**config.mk**
```make
export PLATFORM = sky130hd
export DESIGN_NAME = mem_interface_flat
export DESIGN_NICKNAME = d
export VERILOG_FILES = /design/src/rtl/rv32i_pkg.sv /design/src/rtl/mem_interface_if.sv /design/src/rtl/mem_lane.sv /design/src/rtl/mem_interface.sv /design/src/flat_wrapper.sv
export SDC_FILE = /design/constraint.sdc
export NUM_CORES = 1
export LEC_CHECK = 0
export BUFFER_PORTS_ARGS = -buffer_cell sky130_fd_sc_hd__buf_2
export CAP_MARGIN = 20
export CORE_UTILIZATION = 53
export CTS_BUF_LIST = sky130_fd_sc_hd__clkbuf_16
export CTS_CLUSTER_SIZE = 30
export DETAILED_ROUTE_END_ITERATION = 10
export PLACE_DENSITY = 0.8
export SYNTH_ARGS = -nofsm -noshare
export SYNTH_HDL_FRONTEND = slang
export SYNTH_HIERARCHICAL = 1
export SYNTH_SLANG_ARGS = --single-unit
```
**constraint.sdc**
```tcl
create_clock -name clk -period 3.75 [get_ports clk]
set_input_delay 0.75 -clock clk [delete_from_list [all_inputs] [get_ports clk]]
set_output_delay 0.75 -clock clk [all_outputs]
set_load 0.1 [all_outputs]
```
**src/rtl/rv32i_pkg.sv**
```systemverilog
// ----------------------------------------------------------------------------
// rv32i_pkg : load/store width codes, FSM states, fault codes and decode helpers
// Rev 1.0
// ----------------------------------------------------------------------------
`default_nettype none

package rv32i_pkg;

    localparam logic [2:0] F3_B  = 3'b000;
    localparam logic [2:0] F3_H  = 3'b001;
    localparam logic [2:0] F3_W  = 3'b010;
    localparam logic [2:0] F3_BU = 3'b100;
    localparam logic [2:0] F3_HU = 3'b101;

    typedef enum logic [1:0] {
        ST_IDLE   = 2'd0,
        ST_ACCESS = 2'd1,
        ST_FINISH = 2'd2
    } state_e;

    typedef enum logic [1:0] {
        FLT_NONE  = 2'b00,
        FLT_MISAL = 2'b01,
        FLT_ILL   = 2'b10,
        FLT_TMO   = 2'b11
    } fault_e;

    // Unsigned widths exist only for loads.
    function automatic logic f3_legal(input logic we, input logic [2:0] f3);
        logic ok;
        case (f3)
            F3_B, F3_H, F3_W: ok = 1'b1;
            F3_BU, F3_HU:     ok = ~we;
            default:          ok = 1'b0;
        endcase
        return ok;
    endfunction

    function automatic logic f3_misaligned(input logic [2:0] f3, input logic [1:0] a);
        logic m;
        case (f3)
            F3_H, F3_HU: m = a[0];
            F3_W:        m = (a != 2'b00);
            default:     m = 1'b0;
        endcase
        return m;
    endfunction

endpackage

`default_nettype wire

```
**src/rtl/mem_interface_if.sv**
```systemverilog
// ----------------------------------------------------------------------------
// mem_interface_if : word-wide memory bus with req/ack handshake
// Rev 1.0
// ----------------------------------------------------------------------------
`default_nettype none

interface mem_interface_if;
    logic        bus_req;
    logic        bus_we;
    logic [31:0] bus_addr;
    logic [3:0]  bus_be;
    logic [31:0] bus_wdata;
    logic        bus_ack;
    logic [31:0] bus_rdata;

    modport master (
        output bus_req, bus_we, bus_addr, bus_be, bus_wdata,
        input  bus_ack, bus_rdata
    );

    modport slave (
        input  bus_req, bus_we, bus_addr, bus_be, bus_wdata,
        output bus_ack, bus_rdata
    );
endinterface

`default_nettype wire

```
**src/rtl/mem_lane.sv**
```systemverilog
// ----------------------------------------------------------------------------
// mem_lane : byte enables, store lane replication, load extraction/extension
// Rev 1.0
// ----------------------------------------------------------------------------
`default_nettype none

module mem_lane
    import rv32i_pkg::*;
(
    input  logic [2:0]  funct3_i,
    input  logic [1:0]  addr_lo_i,
    input  logic [31:0] wdata_i,
    input  logic [31:0] bus_rdata_i,
    output logic [3:0]  be_o,
    output logic [31:0] wdata_rep_o,
    output logic [31:0] rdata_ext_o
);

    logic [31:0] w_shifted;

    always_comb begin
        w_shifted   = bus_rdata_i >> {addr_lo_i, 3'b000};
        be_o        = 4'b1111;
        wdata_rep_o = wdata_i;
        rdata_ext_o = w_shifted;

        // funct3[1:0] selects the width; bit 2 only selects zero-extension.
        case (funct3_i[1:0])
            2'b00: begin
                be_o        = 4'b0001 << addr_lo_i;
                wdata_rep_o = {4{wdata_i[7:0]}};
            end
            2'b01: begin
                be_o        = addr_lo_i[1] ? 4'b1100 : 4'b0011;
                wdata_rep_o = {2{wdata_i[15:0]}};
            end
            default: ;
        endcase

        case (funct3_i)
            F3_B:    rdata_ext_o = {{24{w_shifted[7]}}, w_shifted[7:0]};
            F3_H:    rdata_ext_o = {{16{w_shifted[15]}}, w_shifted[15:0]};
            F3_BU:   rdata_ext_o = {24'd0, w_shifted[7:0]};
            F3_HU:   rdata_ext_o = {16'd0, w_shifted[15:0]};
            default: rdata_ext_o = w_shifted;
        endcase
    end

endmodule

`default_nettype wire

```
**src/rtl/mem_interface.sv**
```systemverilog
// ----------------------------------------------------------------------------
// mem_interface : RV32I load/store unit driving a req/ack word memory bus
// Rev 1.0
// ----------------------------------------------------------------------------
`default_nettype none

module mem_interface
    import rv32i_pkg::*;
#(
    parameter int unsigned TIMEOUT = 255
) (
    input  logic               clk,
    input  logic               rst_n,
    input  logic               start,
    input  logic               we,
    input  logic [2:0]         funct3,
    input  logic [31:0]        addr,
    input  logic [31:0]        wdata,
    output logic [31:0]        rdata,
    output logic               busy,
    output logic               done,
    output logic [1:0]         fault,
    mem_interface_if.master    bus
);

    state_e      state_q, state_d;
    fault_e      fault_q, fault_d;
    logic [1:0]  addr_lo_q, addr_lo_d;
    logic [2:0]  funct3_q, funct3_d;
    logic        we_q, we_d;
    logic        done_q, done_d;
    logic [31:0] rdata_q, rdata_d;
    logic [31:0] cnt_q, cnt_d;
    logic        req_q, req_d;
    logic        bwe_q, bwe_d;
    logic [31:0] baddr_q, baddr_d;
    logic [3:0]  bbe_q, bbe_d;
    logic [31:0] bwdata_q, bwdata_d;

    logic [2:0]  w_lane_f3;
    logic [1:0]  w_lane_lo;
    logic [3:0]  w_be;
    logic [31:0] w_wrep;
    logic [31:0] w_rext;

    // Lanes decode the live request in IDLE and the latched one afterwards.
    assign w_lane_f3 = (state_q == ST_IDLE) ? funct3    : funct3_q;
    assign w_lane_lo = (state_q == ST_IDLE) ? addr[1:0] : addr_lo_q;

    mem_lane u_lane (
        .funct3_i    (w_lane_f3),
        .addr_lo_i   (w_lane_lo),
        .wdata_i     (wdata),
        .bus_rdata_i (bus.bus_rdata),
        .be_o        (w_be),
        .wdata_rep_o (w_wrep),
        .rdata_ext_o (w_rext)
    );

    always_comb begin
        state_d   = state_q;
        fault_d   = fault_q;
        addr_lo_d = addr_lo_q;
        funct3_d  = funct3_q;
        we_d      = we_q;
        done_d    = 1'b0;
        rdata_d   = rdata_q;
        cnt_d     = cnt_q;
        req_d     = req_q;
        bwe_d     = bwe_q;
        baddr_d   = baddr_q;
        bbe_d     = bbe_q;
        bwdata_d  = bwdata_q;

        case (state_q)
            ST_IDLE: begin
                if (start) begin
                    addr_lo_d = addr[1:0];
                    funct3_d  = funct3;
                    we_d      = we;
                    fault_d   = FLT_NONE;
                    cnt_d     = 32'd0;
                    if (!f3_legal(we, funct3)) begin
                        fault_d = FLT_ILL;
                        state_d = ST_FINISH;
                    end else if (f3_misaligned(funct3, addr[1:0])) begin
                        fault_d = FLT_MISAL;
                        state_d = ST_FINISH;
                    end else begin
                        state_d  = ST_ACCESS;
                        req_d    = 1'b1;
                        bwe_d    = we;
                        baddr_d  = {addr[31:2], 2'b00};
                        bbe_d    = w_be;
                        bwdata_d = w_wrep;
                    end
                end
            end
            ST_ACCESS: begin
                if (bus.bus_ack || (TIMEOUT != 0 && (cnt_q + 32'd1) == TIMEOUT)) begin
                    state_d  = ST_FINISH;
                    cnt_d    = 32'd0;
                    req_d    = 1'b0;
                    bwe_d    = 1'b0;
                    baddr_d  = 32'd0;
                    bbe_d    = 4'd0;
                    bwdata_d = 32'd0;
                    if (bus.bus_ack) begin
                        if (!we_q) rdata_d = w_rext;
                    end else begin
                        fault_d = FLT_TMO;
                    end
                end else begin
                    cnt_d = cnt_q + 32'd1;
                end
            end
            ST_FINISH: begin
                state_d = ST_IDLE;
                done_d  = 1'b1;
            end
            default: state_d = ST_IDLE;
        endcase
    end

    always_ff @(posedge clk) begin
        if (!rst_n) begin
            state_q   <= ST_IDLE;
            fault_q   <= FLT_NONE;
            addr_lo_q <= 2'd0;
            funct3_q  <= 3'd0;
            we_q      <= 1'b0;
            done_q    <= 1'b0;
            rdata_q   <= 32'd0;
            cnt_q     <= 32'd0;
            req_q     <= 1'b0;
            bwe_q     <= 1'b0;
            baddr_q   <= 32'd0;
            bbe_q     <= 4'd0;
            bwdata_q  <= 32'd0;
        end else begin
            state_q   <= state_d;
            fault_q   <= fault_d;
            addr_lo_q <= addr_lo_d;
            funct3_q  <= funct3_d;
            we_q      <= we_d;
            done_q    <= done_d;
            rdata_q   <= rdata_d;
            cnt_q     <= cnt_d;
            req_q     <= req_d;
            bwe_q     <= bwe_d;
            baddr_q   <= baddr_d;
            bbe_q     <= bbe_d;
            bwdata_q  <= bwdata_d;
        end
    end

    assign rdata         = rdata_q;
    assign busy          = (state_q != ST_IDLE);
    assign done          = done_q;
    assign fault         = fault_q;
    assign bus.bus_req   = req_q;
    assign bus.bus_we    = bwe_q;
    assign bus.bus_addr  = baddr_q;
    assign bus.bus_be    = bbe_q;
    assign bus.bus_wdata = bwdata_q;

endmodule

`default_nettype wire
```
**src/flat_wrapper.sv**
```systemverilog
// flat-port wrapper written by rule: the top's interface ports become plain ports
module mem_interface_flat import rv32i_pkg::*;
#(
    parameter int unsigned TIMEOUT = 255
)
  (clk, rst_n, start, we, funct3, addr, wdata, rdata, busy, done, fault, bus_bus_req, bus_bus_we, bus_bus_addr, bus_bus_be, bus_bus_wdata, bus_bus_ack, bus_bus_rdata);
  mem_interface_if bus_i ();
  input  logic clk;
  input  logic rst_n;
  input  logic start;
  input  logic we;
  input  logic [2:0] funct3;
  input  logic [31:0] addr;
  input  logic [31:0] wdata;
  output logic [31:0] rdata;
  output logic busy;
  output logic done;
  output logic [1:0] fault;
  output wire logic [$bits(bus_i.bus_req)-1:0] bus_bus_req;
  output wire logic [$bits(bus_i.bus_we)-1:0] bus_bus_we;
  output wire logic [$bits(bus_i.bus_addr)-1:0] bus_bus_addr;
  output wire logic [$bits(bus_i.bus_be)-1:0] bus_bus_be;
  output wire logic [$bits(bus_i.bus_wdata)-1:0] bus_bus_wdata;
  input wire logic [$bits(bus_i.bus_ack)-1:0] bus_bus_ack;
  input wire logic [$bits(bus_i.bus_rdata)-1:0] bus_bus_rdata;
  assign bus_bus_req = bus_i.bus_req;
  assign bus_bus_we = bus_i.bus_we;
  assign bus_bus_addr = bus_i.bus_addr;
  assign bus_bus_be = bus_i.bus_be;
  assign bus_bus_wdata = bus_i.bus_wdata;
  assign bus_i.bus_ack = bus_bus_ack;
  assign bus_i.bus_rdata = bus_bus_rdata;
  mem_interface #(.TIMEOUT(TIMEOUT)) u_core (.clk(clk), .rst_n(rst_n), .start(start), .we(we), .funct3(funct3), .addr(addr), .wdata(wdata), .rdata(rdata), .busy(busy), .done(done), .fault(fault), .bus(bus_i));
endmodule
```
==> key figures <==
Power
  – Pleak: 3.765 nW
  – Pint: 2.852 mW
  – Clock power frac: about two fifths
  – Maximum VDD drop: 0.0003693 V
  – Flop pwr share: a little over a third
  – Power share of the combinational group: about a quarter
  – Net switching power: approximately 1.5 mW
  – Cell area power density: about 460 nW/um2
  – Switching share of power: 34.65%

Clocking
  – TritonCTS Buffers: 17
  – Root buf cell: clkbuf_16
  – Clock Latency Late Sink: between 0.4 and 0.5 ns
  – CTS tree: built
  – CTS H-Tree Depth: 4
  – CTS max path bufs: 2
  – Clock sinks: approximately 140
  – Hold buffer count at CTS: 0
  – Clock transition at the registers of the reported paths: about 0.06 ns

GRT
  – First-pass GRT wire length: 34430 um
  – Number of global-route vias before repair: around 6900
  – Grt ovf: 0
  – Initial antenna violation count: 0
  – Gr usage total: approximately 28%
  – Pin count of the biggest net entering global routing: 86

Final layout
  – P&R area growth vs syn: 19.60%
  – Final core utilization: about two thirds
  – Share of cells above drive strength 1: 26.37%
  – # diodes: 0
  – Most common cell after layout, fill and taps aside: nand2_1
  – Most frequent cells in the layout: 224 x nand2_1, 207 x buf_2, 143 x dfxtp_1
  – Total Nets Final: around 1200
  – Finished Layout Cells: approximately 1300

Worst setup path
  – Critical path's top delay family: simple AND/OR/NAND/NOR gates
  – Cell Chain, Critical Path: ha_1 > nand3_2 > or3_4 > a2111oi_4 > o311ai_1 > or4_4 > or3_1 > nand2_4 > buf_12 > a311oi_1
  – CP required: ~4 ns
  – CP max stage delay: roughly 0.56 ns
  – Worst path slowest cell: or4_4
  – WS Path Type: register to register
  – Startpoint Class: register
  – Worst-path maximum fanout: 31
  – Crit end category: register
  – Data arrival time of the worst path: 3.75 ns
  – CP bufs+invs: 1

Yosys
  – Warnings, synthesis: 6
  – Syn Inst Count: between 900 and 1000
  – Top_reg_cell synth: dfxtp_1
  – Distinct cell type count after synthesis: 73
  – Mapped cell area: 7890 um2
  – Ys async rst share: 0%
  – Post-synth EDFFs: 0
  – Yosys reg bits: about 140
  – Syn Area/Cell: roughly 8 um2
  – Post-synthesis sequential area ratio: 36.28%

Hold path
  – Hold/Removal Path Class: register to register

Timing
  – Relative slew margins: between 20% and 30%
  – Finish-stage setup viols: 0
  – Actual slew at the worst max-slew pin: 1.071 ns
  – Final Max Tran Viols: 0
  – Total negative slack: 0 ns
  – Final worst path period need: around 3.5 ns
  – RSZ-0062 raised after global routing: false
  – Period utilisation layout: 93.02%
  – Max Clock Freq: between 200 and 300 MHz
  – Hold Violations, Final: 0
  – Clock Skews: roughly 0.0086 ns

Drt
  – WL final: 21810 um
  – DRT iter0 DRCs: ~670
  – Avg WL per Cell: about 16 um
  – Via density: 6.007
  – Pre-Repair DR Iteration Count: 6
  – DRC: 0
  – Antenna Nets Post-Route: 0
  – Via count: between 8000 and 9000

Floorplan
  – Chip height: ~120 um
  – I/O pins: 210
  – Site Rows: 44
  – Initial core utilization: a little over half
  – Die width: 124.0 um
  – Die ar.: 15380 um2
  – Core area: 14530 um2

Placement
  – Dpl hpwl: 14930 um
  – GPL Wtd Cong: 0.9107
  – Port-buffer cells: roughly 210
  – Inst Count DP: between 1000 and 1500

Outcome
  – Status: complete, no violations

Run
  – Max-Cap Viols: 0
-- Yosys cell counts (all sizes together) (5+ instances only) --
| master | number | area (um2) |
|---|---|---|
| mux2 | 24 | 274.0 |
| or3 | 11 | 73.82 |
| and3 | 6 | 37.54 |
| nor2 | 19 | 73.82 |
| o21ai | 26 | 130.1 |
| or4 | 7 | 60.06 |
| nor3 | 20 | 100.1 |
| a21o | 16 | 120.1 |
| clkbuf | 56 | 210.2 |
| mux2i | 17 | 170.2 |
| a31oi | 6 | 37.54 |
| nand4 | 17 | 112.6 |
| inv | 7 | 26.28 |
| buf | 44 | 302.8 |
| o21bai | 8 | 60.06 |
| nor3b | 5 | 42.54 |
| and2 | 8 | 52.55 |
| a311oi | 67 | 586.8 |
| nand2b | 7 | 43.79 |
| a211oi | 8 | 60.06 |
| and4 | 7 | 61.31 |
| a2bb2oi | 7 | 61.31 |
| a21oi | 133 | 665.6 |
| dfxtp | 143 | 2863 |
| xnor2 | 11 | 96.34 |
| nor4 | 6 | 43.79 |
| nand3 | 30 | 155.1 |
| nor2b | 13 | 81.33 |
| nand2 | 225 | 852.1 |
-- worst paths after layout --
check                    from                  endpoint  slack, ns  cells past startpoint
min reg2reg  u_core/rdata[12]          u_core/rdata[12]       0.45                      2
max reg2reg   u_core/cnt_q[1]  u_core/bus.bus_wdata[28]       0.26                     10
min          u_core/rdata[12]          u_core/rdata[12]       0.45                      2
max           u_core/cnt_q[1]  u_core/bus.bus_wdata[28]       0.26                     10
-- worst min-delay path, stage by stage, from the launching register on --
cell and delay (ns):
dfxtp_1 0.30, nand2_1 0.05, a21oi_1 0.05
-- per-stage QoR --
step | worst slack, ns | total power, mW | cell area [um2] | hold slack (ns)
after detailed placement | 0.2775 | 2.693 | 8846 | 0.4450
after global placement | 0.3741 | 2.684 | 8846 | 0.4392
final | 0.2617 | 4.365 | 9437 | 0.4512
after CTS | 0.2473 | 4.381 | 9432 | 0.4532
after floorplan | 0.5293 | 2.482 | 7894 | 0.4338
after global routing | 0.06132 | 4.545 | 9437 | 0.4751
-- per-layer routing --
layer  up-vias  track usage (%)  routed length (um)
li1       3900                -                   -
met1      3759            39.16                9668
met2       334            41.18                9843
met3        38            8.700                1812
met4         0            10.64                 490
met5         -                0                   0
-- layout make-up --
| type | instances | area [um2] |
|---|---|---|
| clock buffers | 17 | 425.4 |
| multi-input cells | 745 | 4506 |
| fillers | 1266 | 5097 |
| inverters | 8 | 31.28 |
| flip-flops and latches | 143 | 2863 |
| clock inverters | 15 | 160.2 |
| repair buffers | 225 | 1221 |
| well taps | 184 | 230.2 |
-- power by group through the flow --
stage,sequential [mW],clock (mW),combinational (mW)
6_report,1.60,1.69,1.08
5_1_grt,1.60,1.79,1.15
4_1_cts,1.60,1.72,1.07
3_5_place_dp,1.63,0,1.06
3_3_place_gp,1.63,0,1.05
2_1_floorplan,1.94,0,0.544
-- kinds of logic (layout without fill, tap and decap cells) --
group,after synthesis,count (layout),share of synthesized area (%)
buf+inv,108,265,6.882
simple gates,392,392,23.83
xor+xnor,12,12,1.332
other cells,1,2,0.04753
mux,41,41,5.629
fa+ha+maj,2,2,0.3171
compound gates,296,296,25.67
flops,143,143,36.28
-- sequential cells by signal (all words and copies together) (netlist names) --
register / flops
u_core/bus.bus_wdata: 32
u_core/cnt_q: 32
u_core/rdata: 32
u_core/bus.bus_addr: 30
u_core/bus.bus_be: 4
u_core/funct3_q: 3
u_core/addr_lo_q: 2
u_core/fault: 2
u_core/state_q: 2
u_core/bus.bus_req: 1
u_core/bus.bus_we: 1
u_core/done: 1
u_core/we_q: 1
-- repair_timing --
item,4_1_cts,5_1_grt
endpoints found under the setup margin,0,6
buffers inserted,0,0
gates resized for setup,0,1
Power figures use the tool's default switching activity.
